===== src/rtl/sram_obi_arbiter.sv =====
// Round-robin merge of the cv32e40p OBI instruction and data ports onto one
// pipelined single-port SRAM, returning read data to the port that asked for it.
module sram_obi_arbiter #(
    parameter int unsigned AddrWidth = 11,
    parameter int unsigned DataWidth = 32
) (
    input  logic                 clk_i,
    input  logic                 rst_i,

    input  logic                 instr_req_i,
    output logic                 instr_gnt_o,
    input  logic [31:0]          instr_addr_i,
    output logic                 instr_rvalid_o,
    output logic [DataWidth-1:0] instr_rdata_o,

    input  logic                 data_req_i,
    output logic                 data_gnt_o,
    input  logic                 data_we_i,
    input  logic [3:0]           data_be_i,
    input  logic [31:0]          data_addr_i,
    input  logic [DataWidth-1:0] data_wdata_i,
    output logic                 data_rvalid_o,
    output logic [DataWidth-1:0] data_rdata_o,

    output logic                 sram_req_o,
    output logic [3:0]           sram_wen_o,
    output logic [AddrWidth-1:0] sram_addr_o,
    output logic [DataWidth-1:0] sram_wdata_o,
    input  logic [DataWidth-1:0] sram_rdata_i
);

    logic last_q;
    logic pend_q;
    logic port_q;

    logic gnt_instr;
    logic gnt_data;

    // On contention the port that did not win last time goes first.
    always_comb begin
        gnt_instr = 1'b0;
        gnt_data  = 1'b0;
        if (!rst_i) begin
            if (instr_req_i && data_req_i) begin
                if (last_q) begin
                    gnt_instr = 1'b1;
                end else begin
                    gnt_data = 1'b1;
                end
            end else if (instr_req_i) begin
                gnt_instr = 1'b1;
            end else if (data_req_i) begin
                gnt_data = 1'b1;
            end
        end
    end

    assign instr_gnt_o = gnt_instr;
    assign data_gnt_o  = gnt_data;

    always_comb begin
        sram_req_o   = gnt_instr | gnt_data;
        sram_wen_o   = 4'b0000;
        sram_addr_o  = instr_addr_i[AddrWidth+1:2];
        sram_wdata_o = data_wdata_i;
        if (gnt_data) begin
            sram_addr_o = data_addr_i[AddrWidth+1:2];
            if (data_we_i) begin
                sram_wen_o = data_be_i;
            end
        end
    end

    always_ff @(posedge clk_i) begin
        if (rst_i) begin
            last_q <= 1'b0;
            pend_q <= 1'b0;
            port_q <= 1'b0;
        end else if (gnt_instr || gnt_data) begin
            pend_q <= 1'b1;
            port_q <= gnt_data;
            last_q <= gnt_data;
        end else begin
            pend_q <= 1'b0;
        end
    end

    // A response still in flight when reset arrives is suppressed immediately.
    assign instr_rvalid_o = pend_q & ~port_q & ~rst_i;
    assign data_rvalid_o  = pend_q &  port_q & ~rst_i;
    assign instr_rdata_o  = sram_rdata_i;
    assign data_rdata_o   = sram_rdata_i;

    // Address bits outside the SRAM window are deliberately ignored (aliasing).
    logic unused_addr_bits;
    assign unused_addr_bits = ^{instr_addr_i[31:AddrWidth+2], instr_addr_i[1:0],
                                data_addr_i[31:AddrWidth+2], data_addr_i[1:0]};

endmodule


===== config.mk =====
export PLATFORM = sky130hd
export DESIGN_NAME = sram_obi_arbiter
export DESIGN_NICKNAME = d
export VERILOG_FILES = /design/src/rtl/sram_obi_arbiter.sv
export SDC_FILE = /design/constraint.sdc
export NUM_CORES = 1
export LEC_CHECK = 0
export CAP_MARGIN = 0
export CELL_PAD_IN_SITES_DETAIL_PLACEMENT = 1
export CELL_PAD_IN_SITES_GLOBAL_PLACEMENT = 2
export CORE_AREA = 10 10 89 91
export DETAILED_ROUTE_END_ITERATION = 8
export DIE_AREA = 0 0 99 101
export DONT_BUFFER_PORTS = 1
export GPL_TIMING_DRIVEN = 1
export HOLD_SLACK_MARGIN = 0.08
export PLACE_DENSITY = 0.6
export SETUP_SLACK_MARGIN = 0.02
export SLEW_MARGIN = 5
export SYNTH_ARGS = -nofsm -noshare
export SYNTH_HDL_FRONTEND = slang
export SYNTH_SLANG_ARGS = --single-unit

===== constraint.sdc =====
create_clock -name clk_i -period 1.2 [get_ports clk_i]
set_input_delay 0.12 -clock clk_i [delete_from_list [all_inputs] [get_ports clk_i]]
set_output_delay 0.12 -clock clk_i [all_outputs]
set_load 0.05 [all_outputs]

==> flow_summary.ini, run 1 <==
[outcome]
status = finished with violations
violations = negative setup slack

[timing]
slew_headroom = 0.889
tightest_slew_ns = 0.165
clock.fmax_mhz = 720
period_needed_ns = 1.39
hold_viol_final = 0
skew_ns = 0
fin_ws_ns = -0.190
setup_tns_ns = -2.86
finalCritPeriodShare = 1.16
drv_slew = 0
setup_violations = 17
worst_hold_slack_ns = 0.0789
rsz0062_at_grt = true

[die]
die_width_um = 99
num_rows = 29
die_area_sq_mm = 0.0100
start_util = 0.167
fp.coreArea_sq_mm = 0.00620
ios = 253
die_h_um = 101

[routing]
wire_per_inst_um = 16.9
drtIter0Drc = 7
remaining_drc_errors = 0
antenna_left = 0
vias = 395
totalWireLength_um = 2100
via_per_inst = 3.19
first_pass_iters = 4

[layout]
area_growth_pct = -39.3
fin_nets = 186
fin_cells = 124
antennaDiodeCount = 0
drive_gt1_frac = 0.787

[clock_tree]
cts_tree = yes
cts.sinks = 2
clockBufferDepth = 2
htree_levels = 1
clk_pin_slew_ns = 0.03
worstSkewPairLatency_ns = 0.21
cts_root_buf = clkbuf_8
cts_made_buffers = 3

[global_route]
met2_usage = 0.0556
grt_use_met1 = 0.0164
overflow = 0
grtUsageTotal = 0.0348
use_met3 = 0.0336
antenna_found_initial = 0
grt_pass1_wl_um = 2750
top_usage_layer = met2
grt_max_degree = 11
grt_pass1_vias = 482

[yosys]
synth.largest_area_cell = buf_4
async_flop_share = 0
seq_area_frac_synth = 0.0386
syn_avg_cell_area_sq_um = 8.17
yosysWarnings = 0
netlist_top_cells_area = buf_4 69%, mux2_4 14%, dfxtp_1 3.9%, and3_1 3.6%, nand3_4 1.7%
synth_cell_types = 14
synth_top_area_share = 0.695
syn-num-nets = 264
synth_commonest_cells = 96 x buf_4, 10 x mux2_4, 6 x and3_1
synth_most_common_cell = buf_4
synth_ff_type = dfxtp_1
synth_edf_count = 0
syn_area_sq_mm = 0.00104
synth_cells = 127
yosys_register_bits = 2

[critical_path]
path_class = flop to output pin
worst_ep_required_time_ns = 1.08
arrival_ns = 1.27
critPathCaptureType = output pin
r2r_cells = 5
worstPathMaxFanout = 10
critPathLaunchType = flop

[power]
swShare = 0.405
finalPower_mw = 0.667
ir_worst_vdd_v = 0.000759
clockPowerShare = 0.412
p_switching_mw = 0.270
pwr-share-comb = 0.473
seqPwrFrac = 0.115
intPower_mw = 0.397
p_leak_nw = 0.273
p_per_area_mw_per_mm2 = 1060

[worst_hold_path]
hold_path.class = input port to flop
min_path_cells = 2

[placed_design]
portBuffers = 0
pre_cts_slack_ns = -0.0132
dp_cells = 114
place.gp.congestion = 0.715

[job]
drv_cap = 0
==> critical path, cell delays in order (launching register included) <==
cell	delay, ns
dfxtp_2	0.34
nand2_4	0.06
nand3_4	0.10
buf_12	0.15
mux2_4	0.39
==> sequential cells by signal, indices dropped and copies added, names as in the netlist <==
name	count
pend_q	1
port_q	1
==> timing repair <==
item | CTS | global route
endpoints found under the hold margin | 2 | 1
hold buffers | 2 | 1
pin swaps | 0 | 4
setup buffers | 3 | 1
resized for setup | 8 | 3
endpoints found under the setup margin | 18 | 19
==> power groups by stage <==
| stage | Clock [mW] | Sequential, mW | Combinational (mW) |
|---|---|---|---|
| 6_report | 0.275 | 0.0766 | 0.315 |
| 4_1_cts | 0.283 | 0.0759 | 0.311 |
| 3_5_place_dp | 0 | 0.0767 | 0.286 |
| 5_1_grt | 0.292 | 0.0771 | 0.329 |
| 2_1_floorplan | 0 | 0.0769 | 1.11 |
| 3_3_place_gp | 0 | 0.0758 | 0.284 |
==> final cells by class <==
cell class              count  area, sq um
clock buffers               3         41.3
fillers                   728         5580
inverters                   2         11.3
multi-input cells          26          299
flip-flops and latches      2         41.3
well taps                  77         96.3
repair buffers             14          140
==> path summary, 6_finish.rpt <==
kind / endpoint / startpoint / slack, ns
max: sram_addr_o[7] / port_q$_SDFFE_PP0P_ / -0.19
max reg2reg: port_q$_SDFFE_PP0P_ / port_q$_SDFFE_PP0P_ / 0.31
min reg2reg: port_q$_SDFFE_PP0P_ / port_q$_SDFFE_PP0P_ / 0.68
min: port_q$_SDFFE_PP0P_ / data_req_i / 0.08
==> routing by layer <==
layer,part of all wire,wire length (um)
met1,0.18,384
met2,0.46,974
met3,0.27,569
met4,0.081,170
met5,0,0
==> cell usage in the layout, fill, tap and decap left out, types with 3 or more instances in the layout <==
master          n
dlygate4sd3_1   3
buf_4           6
buf_6           4
nor2_1          3
mux2_4         11
and3_4          5
clkbuf_8        3
==> cells by family (layout without fill, tap and decap cells) <==
group,after synthesis,after routing,share of synthesized area
AND/OR/NAND/NOR,14,14,0.0881
multiplexers,11,11,0.156
AO/OA/AOI/OAI,1,1,0.00482
buffers and inverters,99,19,0.713
flip-flops,2,2,0.0386
==> through the flow <==
stage	utilization	instance area [sq um]
global route	0.101	629
CTS	0.0968	601
finish	0.101	629
floorplan	-	1060
global placement	0.0782	485
detailed placement	0.0782	485
(Power assumes the default switching activity.)
==> inputs of run 2 (changes only) <==
--- a/config.mk
+++ b/config.mk
@@ -5,6 +5,7 @@
 export SDC_FILE = /design/constraint.sdc
 export NUM_CORES = 1
 export LEC_CHECK = 0
+export ABC_CLOCK_PERIOD_IN_PS = 1200
 export CAP_MARGIN = 0
 export CELL_PAD_IN_SITES_DETAIL_PLACEMENT = 1
 export CELL_PAD_IN_SITES_GLOBAL_PLACEMENT = 2
==> results of run 2 <==
Same layout as run 1: the final DEF is identical, and so are final timing and power.
==> inputs of run 3 (changes only) <==
--- a/config.mk
+++ b/config.mk
@@ -5,7 +5,7 @@
 export SDC_FILE = /design/constraint.sdc
 export NUM_CORES = 1
 export LEC_CHECK = 0
-export ABC_CLOCK_PERIOD_IN_PS = 1200
+export ABC_CLOCK_PERIOD_IN_PS = 1410
 export CAP_MARGIN = 0
 export CELL_PAD_IN_SITES_DETAIL_PLACEMENT = 1
 export CELL_PAD_IN_SITES_GLOBAL_PLACEMENT = 2
@@ -17,7 +17,6 @@
 export HOLD_SLACK_MARGIN = 0.08
 export PLACE_DENSITY = 0.6
 export SETUP_SLACK_MARGIN = 0.02
-export SLEW_MARGIN = 5
 export SYNTH_ARGS = -nofsm -noshare
 export SYNTH_HDL_FRONTEND = slang
 export SYNTH_SLANG_ARGS = --single-unit
==> constraint.sdc (replaced) <==
create_clock -name clk_i -period 1.41 [get_ports clk_i]
set_input_delay 0.141 -clock clk_i [delete_from_list [all_inputs] [get_ports clk_i]]
set_output_delay 0.141 -clock clk_i [all_outputs]
set_load 0.05 [all_outputs]
==> flow_summary.ini, run 3 (same netlist as run 1, synthesis figures left out) <==
[outcome]
status = finished with violations
violations = negative setup slack

[worst_hold_path]
min_path_cells = 2
hold-path-endpoint = port_q$_SDFFE_PP0P_
min-delay-start = data_req_i
hold_path.class = input port to flop

[critical_path]
r2r_cells = 3
cp_top_family = multiplexers
regToRegSetupSlack_ns = 0.57
worst_ep_required_time_ns = 1.27
critPathLaunchType = flop
rr_startpoint = port_q$_SDFFE_PP0P_
arrival_ns = 1.30
r2r_end = port_q$_SDFFE_PP0P_
path_cells = nand2_4 -> nand3_4 -> buf_12 -> mux2_4
path_class = flop to output pin
critPathSlowestCell = mux2_4
critPathCaptureType = output pin
path_buf_inv = 1
worstPathMaxFanout = 10
cpPeakStageDelay_ns = 0.39

[placed_design]
place_area_sq_um = 480
place.gp.congestion = 0.681
dpl.hpwl_um = 1770
portBuffers = 0
pre_cts_slack_ns = 0.137

[clock_tree]
cts.sinks = 2
clockBufferDepth = 2
clk_pin_slew_ns = 0.03
cts_root_buf = clkbuf_8
htree_levels = 1
cts_tree = yes
worstSkewPairLatency_ns = 0.21
postCtsSetupBuffers = 0
cts_made_buffers = 3

[timing]
skew_ns = 0
rsz0062_at_grt = true
clock.fmax_mhz = 694
finalCritPeriodShare = 1.02
tightest_slew_ns = 0.269
slew_headroom = 0.821
hold_viol_final = 0
period_needed_ns = 1.44
setup_violations = 10
fin_ws_ns = -0.0312
drv_slew = 0
worst_hold_slack_ns = 0.115

[routing]
via_per_inst = 3.22
first_pass_iters = 4
vias = 386
remaining_drc_errors = 0
wire_per_inst_um = 17.1
drtIter0Drc = 8
antenna_left = 0
totalWireLength_um = 2050

[die]
die_width_um = 99
die_area_sq_mm = 0.0100
num_rows = 29
start_util = 0.167
die_h_um = 101
fp.coreArea_sq_mm = 0.00620
ios = 253

[layout]
largestRegisters = pend_q: 1 flops, port_q: 1 flops
antennaDiodeCount = 0
final_cell_mix = 10 x mux2_4, 5 x and3_4, 5 x buf_4
fillerInstances = 734
fin_nets = 182
final_common_cell = mux2_4
area_growth_pct = -43.3
utilization = 0.0948
design_area_sq_um = 588
drive_gt1_frac = 0.767

[power]
finalPower_mw = 0.547
ir_worst_vdd_v = 0.000513
p_per_area_mw_per_mm2 = 930
p_leak_nw = 0.250

[global_route]
grt_pass1_vias = 491
grt_pass1_wl_um = 2860
grtUsageTotal = 0.0363
grt_max_degree = 11
overflow = 0
antenna_found_initial = 0

[job]
drv_cap = 0
## run 3: cell types whose count changed in the layout (fill, tap and decap cells not counted), sizes merged
cell and delta:
buf -4
## run 3: routing by layer
| metal | up-vias | share of wire | GRT usage |
|---|---|---|---|
| met5 | - | 0 | 0 |
| met3 | 44 | 0.24 | 0.0329 |
| met4 | 0 | 0.11 | 0.0595 |
| li1 | 134 | - | - |
| met2 | 51 | 0.46 | 0.0556 |
| met1 | 157 | 0.19 | 0.0179 |
## run 3: worst max-delay path by stage
stage | start | end | slack [ns] | cells after the start
after global routing | port_q$_SDFFE_PP0P_ | sram_addr_o[9] | -0.07 | 4
after CTS | port_q$_SDFFE_PP0P_ | sram_addr_o[9] | -0.05 | 4
after detailed placement | port_q$_SDFFE_PP0P_ | sram_addr_o[9] | 0.14 | 4
final | port_q$_SDFFE_PP0P_ | sram_addr_o[7] | -0.03 | 4
after floorplan | port_q$_SDFFE_PP0P_ | sram_wen_o[0] | 0.03 | 4
after global placement | port_q$_SDFFE_PP0P_ | sram_addr_o[9] | 0.18 | 4
## run 3: metrics by stage
step / cells / TNS [ns]
3_3_place_gp: 114 / 0
5_1_grt: 120 / -0.701
4_1_cts: 120 / -0.467
2_1_floorplan: 127 / 0
3_5_place_dp: 114 / 0
6_report: 120 / -0.286
## run 3: cell type report
| cell class | count | area [sq um] | share of cell area |
|---|---|---|---|
| Sequential cell | 2 | 41.3 | 0.0702 |
| Inverter | 2 | 11.3 | 0.0191 |
| Clock buffer | 3 | 41.3 | 0.0702 |
| Tap cell | 77 | 96.3 | 0.164 |
| Timing Repair Buffer | 10 | 103 | 0.174 |
| Multi-Input combinational cell | 26 | 295 | 0.502 |
## run 3: worst register-to-register path: cells and delay by family, from the launching register on
kind / cells / cell delay (ns)
flip-flops: 1 / 0.33
buffers and inverters: 1 / 0.15
AO/OA/AOI/OAI: 1 / 0.19
AND/OR/NAND/NOR: 1 / 0.05
## run 3: where the power goes
group	total, mW	internal, mW	switching [mW]
logic	0.255	0.0837	0.172
registers	0.0661	0.0619	0.00415
clock network	0.226	0.181	0.0451
total	0.547	0.326	0.221
## run 3: what timing repair did
| item | 4_1_cts | 5_1_grt |
|---|---|---|
| pin swaps | 1 | 0 |
| resized for setup | 7 | 3 |
| cloned | 0 | 0 |
| endpoints found under the setup margin | 16 | 13 |
| hold buffers | 3 | 0 |
| endpoints found under the hold margin | 2 | 0 |
